File: config.mk
export PLATFORM = sky130hd
export DESIGN_NAME = systolic_feeder
export DESIGN_NICKNAME = d
export VERILOG_FILES = /design/src/rtl/systolic_feeder.sv
export SDC_FILE = /design/constraint.sdc
export NUM_CORES = 1
export LEC_CHECK = 0
export ABC_AREA = 1
export BUFFER_PORTS_ARGS = -buffer_cell sky130_fd_sc_hd__buf_2
export CAP_MARGIN = 20
export CORE_UTILIZATION = 58
export CTS_CLUSTER_DIAMETER = 200
export DETAILED_ROUTE_END_ITERATION = 8
export GPL_TIMING_DRIVEN = 0
export PLACE_DENSITY_LB_ADDON = 0.3
export SLEW_MARGIN = 5
export SYNTH_ARGS = -nofsm -noshare
export SYNTH_HDL_FRONTEND = slang
export SYNTH_SLANG_ARGS = --single-unit
File: constraint.sdc
create_clock -name clk -period 1.8 [get_ports clk]
set_input_delay 0.27 -clock clk [delete_from_list [all_inputs] [get_ports clk]]
set_output_delay 0.27 -clock clk [all_outputs]
set_load 0.01 [all_outputs]
File: src/rtl/systolic_feeder.sv
// Feeds skewed, zero-padded operand streams from stored A/B matrices into the
// west/north edges of an NxN mac_unit array, then pulses done once results settle.
module systolic_feeder #(
  parameter int unsigned N   = 2,
  parameter int unsigned W   = 8,
  parameter int unsigned HOP = 2
) (
  input  logic                   clk,
  input  logic                   rst_n,
  input  logic                   wr_en,
  input  logic                   wr_sel,
  input  logic [$clog2(N)-1:0]   wr_row,
  input  logic [$clog2(N)-1:0]   wr_col,
  input  logic [W-1:0]           wr_data,
  input  logic                   clear,
  input  logic                   start,
  output logic [N*W-1:0]         a_out,
  output logic [N*W-1:0]         b_out,
  output logic                   feed_active,
  output logic                   busy,
  output logic                   done
);

  localparam int unsigned T    = N + (N - 1) * HOP;
  localparam int unsigned D    = (2 * N - 1) * HOP;
  localparam int unsigned CMAX = (T > D) ? T : D;
  localparam int unsigned CW   = $clog2(CMAX + 1);

  typedef enum logic [1:0] {StIdle, StFeed, StDrain, StDone} state_e;

  state_e          state_q, state_d;
  logic [CW-1:0]   t_q, t_d;
  logic [CW-1:0]   cnt_q, cnt_d;
  logic [N*W-1:0]  a_q, a_d, b_q, b_d;
  logic            fa_q, fa_d, busy_q, busy_d, done_q, done_d;
  logic [W-1:0]    a_mem [N][N];
  logic [W-1:0]    b_mem [N][N];
  logic            in_range;

  // Index check only matters when N is not a power of two.
  assign in_range = (32'(wr_row) < N) && (32'(wr_col) < N);

  always_ff @(posedge clk or negedge rst_n) begin
    if (!rst_n) begin
      for (int i = 0; i < N; i++) begin
        for (int j = 0; j < N; j++) begin
          a_mem[i][j] <= '0;
          b_mem[i][j] <= '0;
        end
      end
    end else if (state_q == StIdle) begin
      if (clear) begin
        for (int i = 0; i < N; i++) begin
          for (int j = 0; j < N; j++) begin
            a_mem[i][j] <= '0;
            b_mem[i][j] <= '0;
          end
        end
      end else if (wr_en && in_range) begin
        if (wr_sel) b_mem[wr_row][wr_col] <= wr_data;
        else        a_mem[wr_row][wr_col] <= wr_data;
      end
    end
  end

  always_comb begin
    state_d = state_q;
    t_d     = t_q;
    cnt_d   = cnt_q;
    unique case (state_q)
      StIdle: begin
        if (start) begin
          state_d = StFeed;
          t_d     = '0;
        end
      end
      StFeed: begin
        if (t_q == CW'(T - 1)) begin
          state_d = StDrain;
          t_d     = '0;
          cnt_d   = CW'(D - 1);
        end else begin
          t_d = t_q + 1'b1;
        end
      end
      StDrain: begin
        if (cnt_q == '0) state_d = StDone;
        else             cnt_d   = cnt_q - 1'b1;
      end
      StDone:  state_d = StIdle;
      default: state_d = StIdle;
    endcase
  end

  // Row i / column j lag by i*HOP / j*HOP cycles; everything else is zero padding.
  always_comb begin
    a_d    = '0;
    b_d    = '0;
    fa_d   = (state_q == StFeed);
    busy_d = (state_q == StFeed) || (state_q == StDrain);
    done_d = (state_q == StDone);
    if (state_q == StFeed) begin
      for (int i = 0; i < N; i++) begin
        for (int k = 0; k < N; k++) begin
          if (t_q == CW'(i * HOP + k)) begin
            a_d[i*W +: W] = a_mem[i][k];
            b_d[i*W +: W] = b_mem[k][i];
          end
        end
      end
    end
  end

  always_ff @(posedge clk or negedge rst_n) begin
    if (!rst_n) begin
      state_q <= StIdle;
      t_q     <= '0;
      cnt_q   <= '0;
      a_q     <= '0;
      b_q     <= '0;
      fa_q    <= 1'b0;
      busy_q  <= 1'b0;
      done_q  <= 1'b0;
    end else begin
      state_q <= state_d;
      t_q     <= t_d;
      cnt_q   <= cnt_d;
      a_q     <= a_d;
      b_q     <= b_d;
      fa_q    <= fa_d;
      busy_q  <= busy_d;
      done_q  <= done_d;
    end
  end

  assign a_out       = a_q;
  assign b_out       = b_q;
  assign feed_active = fa_q;
  assign busy        = busy_q;
  assign done        = done_q;

endmodule

==> results.py <==
metrics = {
    "run_status": {
        "status": "finished, final reports clean",
    },
    "power": {
        "pwr-share-clk": 0.196,
        "power.density_nw_per_um2": 1300,
        "power_frac_comb": 0.321,
        "p_leak_nw": 2.84,
        "vdd_ir_drop_max_uv": 710,
        "switching_share": 0.377,
        "seq_power_share": 0.483,
        "switchingPower_w": 0.00259,
        "power_w": 0.00688,
        "intPower_w": 0.00429,
    },
    "grt": {
        "grt-ovfl-total": 0,
        "grtUsageTotal": 0.263,
        "grt_max_degree": 56,
        "antenna_found_initial": 0,
        "grt_pass1_vias": 3688,
        "grt_pass1_wl_um": 17100,
    },
    "timing": {
        "worstMarginPinSlew_ns": 0.683,
        "hold_viol_final": 0,
        "finalCritPeriodShare": 0.933,
        "maxSlewViolCount": 0,
        "rsz0062_at_grt": "yes",
        "clock-skew-final_ns": 0.0112,
        "timing.slew.headroom": 0.545,
        "max_freq_ghz": 0.596,
        "setup_viol": 0,
        "fin_hold_ws_ns": 0.293,
        "worst_slack_ns": 0.121,
        "finalCriticalPeriod_ns": 1.68,
    },
    "worst_hold_path": {
        "min_path_type": "input pin to register",
    },
    "cts": {
        "cts_num_sinks": 107,
        "clockRootBuffer": "clkbuf_8",
        "post_cts_buffers": 0,
        "path_clk_slew_ns": 0.10,
        "cts_buffer_depth": 2,
        "clk_latency_ns": 0.37,
        "htreeDepth": 3,
        "cts_tree": "built",
        "cts_buffers": 9,
    },
    "yosys": {
        "synthArstFlopShare": 1.00,
        "synth_top_family_by_area": "simple AND/OR/NAND/NOR gates",
        "syn_nets": 567,
        "muxShareOfSynthArea": 0,
        "synthSimpleGateAreaFrac": 0.284,
        "syn_inst": 541,
        "synth_cell_types": 22,
        "syn_area_um2": 4680,
        "synth_xor_area_frac": 0,
        "synth_edf_count": 0,
        "ys_ff_latch": 107,
        "synth_compound_area_frac": 0.0460,
        "ys_seq_area_frac": 0.573,
        "synth-adder-area-share": 0.0268,
        "ys_warn_count": 0,
        "synth_ff_type": "dfrtp_1",
        "syn_area_per_cell_um2": 8.64,
    },
    "routing": {
        "wire_per_inst_um": 14.3,
        "vias": 3746,
        "routed_wl_um": 10200,
        "viasPerCell": 5.27,
        "drt_iter0_markers": 267,
        "ant_nets": 0,
        "drc": 0,
        "drtPass1Iterations": 5,
    },
    "floorplan": {
        "std_cell_rows": 32,
        "io_pins": 51,
        "die_width_um": 91.8,
        "initial_core_util": 0.602,
        "die_h_um": 91.8,
        "die-area_um2": 8420,
        "core_area_um2": 7770,
    },
    "final_layout": {
        "num_antenna_cells": 0,
        "register_area_um2": 2680,
        "area_growth_syn_to_layout_pct": 12.8,
        "post-route-util": 0.679,
        "multi_input_area_um2": 1670,
        "fillers": 666,
        "drive_gt1_frac": 0.163,
        "nNetsFinal": 630,
    },
    "setup_path": {
        "crit_fanout": 9,
        "critPathLaunchType": "register",
        "cp_data_arrival_time_ns": 1.95,
        "crit_path_end_kind": "register",
        "required_ns": 2.07,
        "worstSetupPathType": "register to register",
    },
    "placement": {
        "gp_congestion": 0.956,
        "dp_hpwl_um": 7610,
        "post-place-ws_ns": 0.158,
        "numPortBuffers": 50,
    },
    "run": {
        "drv_cap": 0,
    },
}
-- final timing paths --
path,start,to,slack [ns],depth (start not counted)
setup / recovery,state_q[0],a_mem[30],0.12,7
hold / removal,start,state_q[1],0.29,5
setup reg to reg,state_q[0],a_mem[30],0.12,7
hold reg to reg,b_mem[26],b_mem[26],0.48,2
max in group asynchronous,rst_n,b_out[2],0.65,3
min in group asynchronous,rst_n,b_out[10],0.46,2
-- power groups by stage --
stage / Combinational, W / Clock (W) / Sequential, W
after floorplan: 0.00160 / 0 / 0.00333
after global placement: 0.00210 / 0 / 0.00333
after detailed placement: 0.00221 / 0 / 0.00337
after CTS: 0.00222 / 0.00137 / 0.00332
after global routing: 0.00252 / 0.00148 / 0.00339
final: 0.00221 / 0.00135 / 0.00332
-- worst max-delay path, stage by stage (launching register included) --
cell and delay (ns):
dfrtp_1 0.42, inv_1 0.11, ha_1 0.21, inv_2 0.09, nor2_8 0.18, nand3_1 0.33, nand2_1 0.17, nand2_1 0.06
-- cell type report --
type                       instances  share of cell area
buffer                            20              0.0270
clock buffer                      10              0.0242
clock inverter                     6             0.00949
inverter                          50              0.0356
multi-input combinational        364               0.317
sequential                       107               0.507
tap                              102              0.0242
timing repair buffer              52              0.0550
-- stage by stage --
step	std cells	setup TNS [ns]	cell area [µm²]
3_3_place_gp	693	-64.71	5050
4_1_cts	711	0	5270
5_1_grt	711	-0.395	5280
2_1_floorplan	541	0	4680
3_5_place_dp	694	0	5080
6_report	711	0	5280
-- synth_stat cells, types with 3 or more instances --
cell type	n	area share
dfrtp_1	107	0.57
ha_1	10	0.027
nor2_2	4	0.0054
o22ai_1	16	0.021
nand2_1	193	0.15
inv_2	4	0.0032
inv_1	46	0.037
buf_2	12	0.013
o21ai_0	3	0.0032
nand3_1	75	0.080
buf_6	7	0.017
nor2_1	34	0.027
a21oi_1	18	0.019
-- repair_timing --
item / CTS / global route
endpoints found under the hold margin: 54 / 0
hold buffers: 1 / 0
gates resized for setup: 0 / 1
endpoints found under the setup margin: 0 / 30
-- flip-flops by register name, indices dropped and copies added (netlist names) --
signal and cells:
b_out 16, t_q 3, state_q 2, a_mem 32, done 1, a_out 16
busy 1, b_mem 32, cnt_q 3, feed_active 1
-- logic make-up after synthesis --
| group | count (synthesis) |
|---|---|
| flops | 107 |
| fa+ha+maj | 10 |
| compound gates | 39 |
| simple gates | 315 |
| buf+inv | 70 |
-- cells in the final DEF, fill, tap and decap left out --
master and instances:
clkbuf_1 1, buf_1 1, nand3_2 2, ha_1 10
nand3b_1 1, buf_16 1, o22ai_1 16, clkinvlp_4 1
o21ai_1 2, nor2_8 1, a21oi_1 18, o21ai_0 3
nand3_1 74, buf_6 7, inv_2 4, nor2_2 4
clkinv_2 1, or2_0 1, buf_4 1, nand2_2 2
or2_2 1, dfrtp_1 107, clkbuf_8 9, inv_8 1
nand4_1 2, nor2_1 34, buf_2 61, inv_6 1
nand2_1 193, dlygate4sd3_1 1, clkinv_4 2, inv_1 46
-- routing by layer --
layer | global-route usage | part of all wire | vias to the layer above
met5 | 0 | 0 | -
met4 | 0.105 | 0.028 | 0
met3 | 0.0415 | 0.057 | 24
met2 | 0.427 | 0.46 | 126
met1 | 0.357 | 0.45 | 1751
li1 | - | - | 1845
Note: power is estimated with default switching activity, not from simulation.
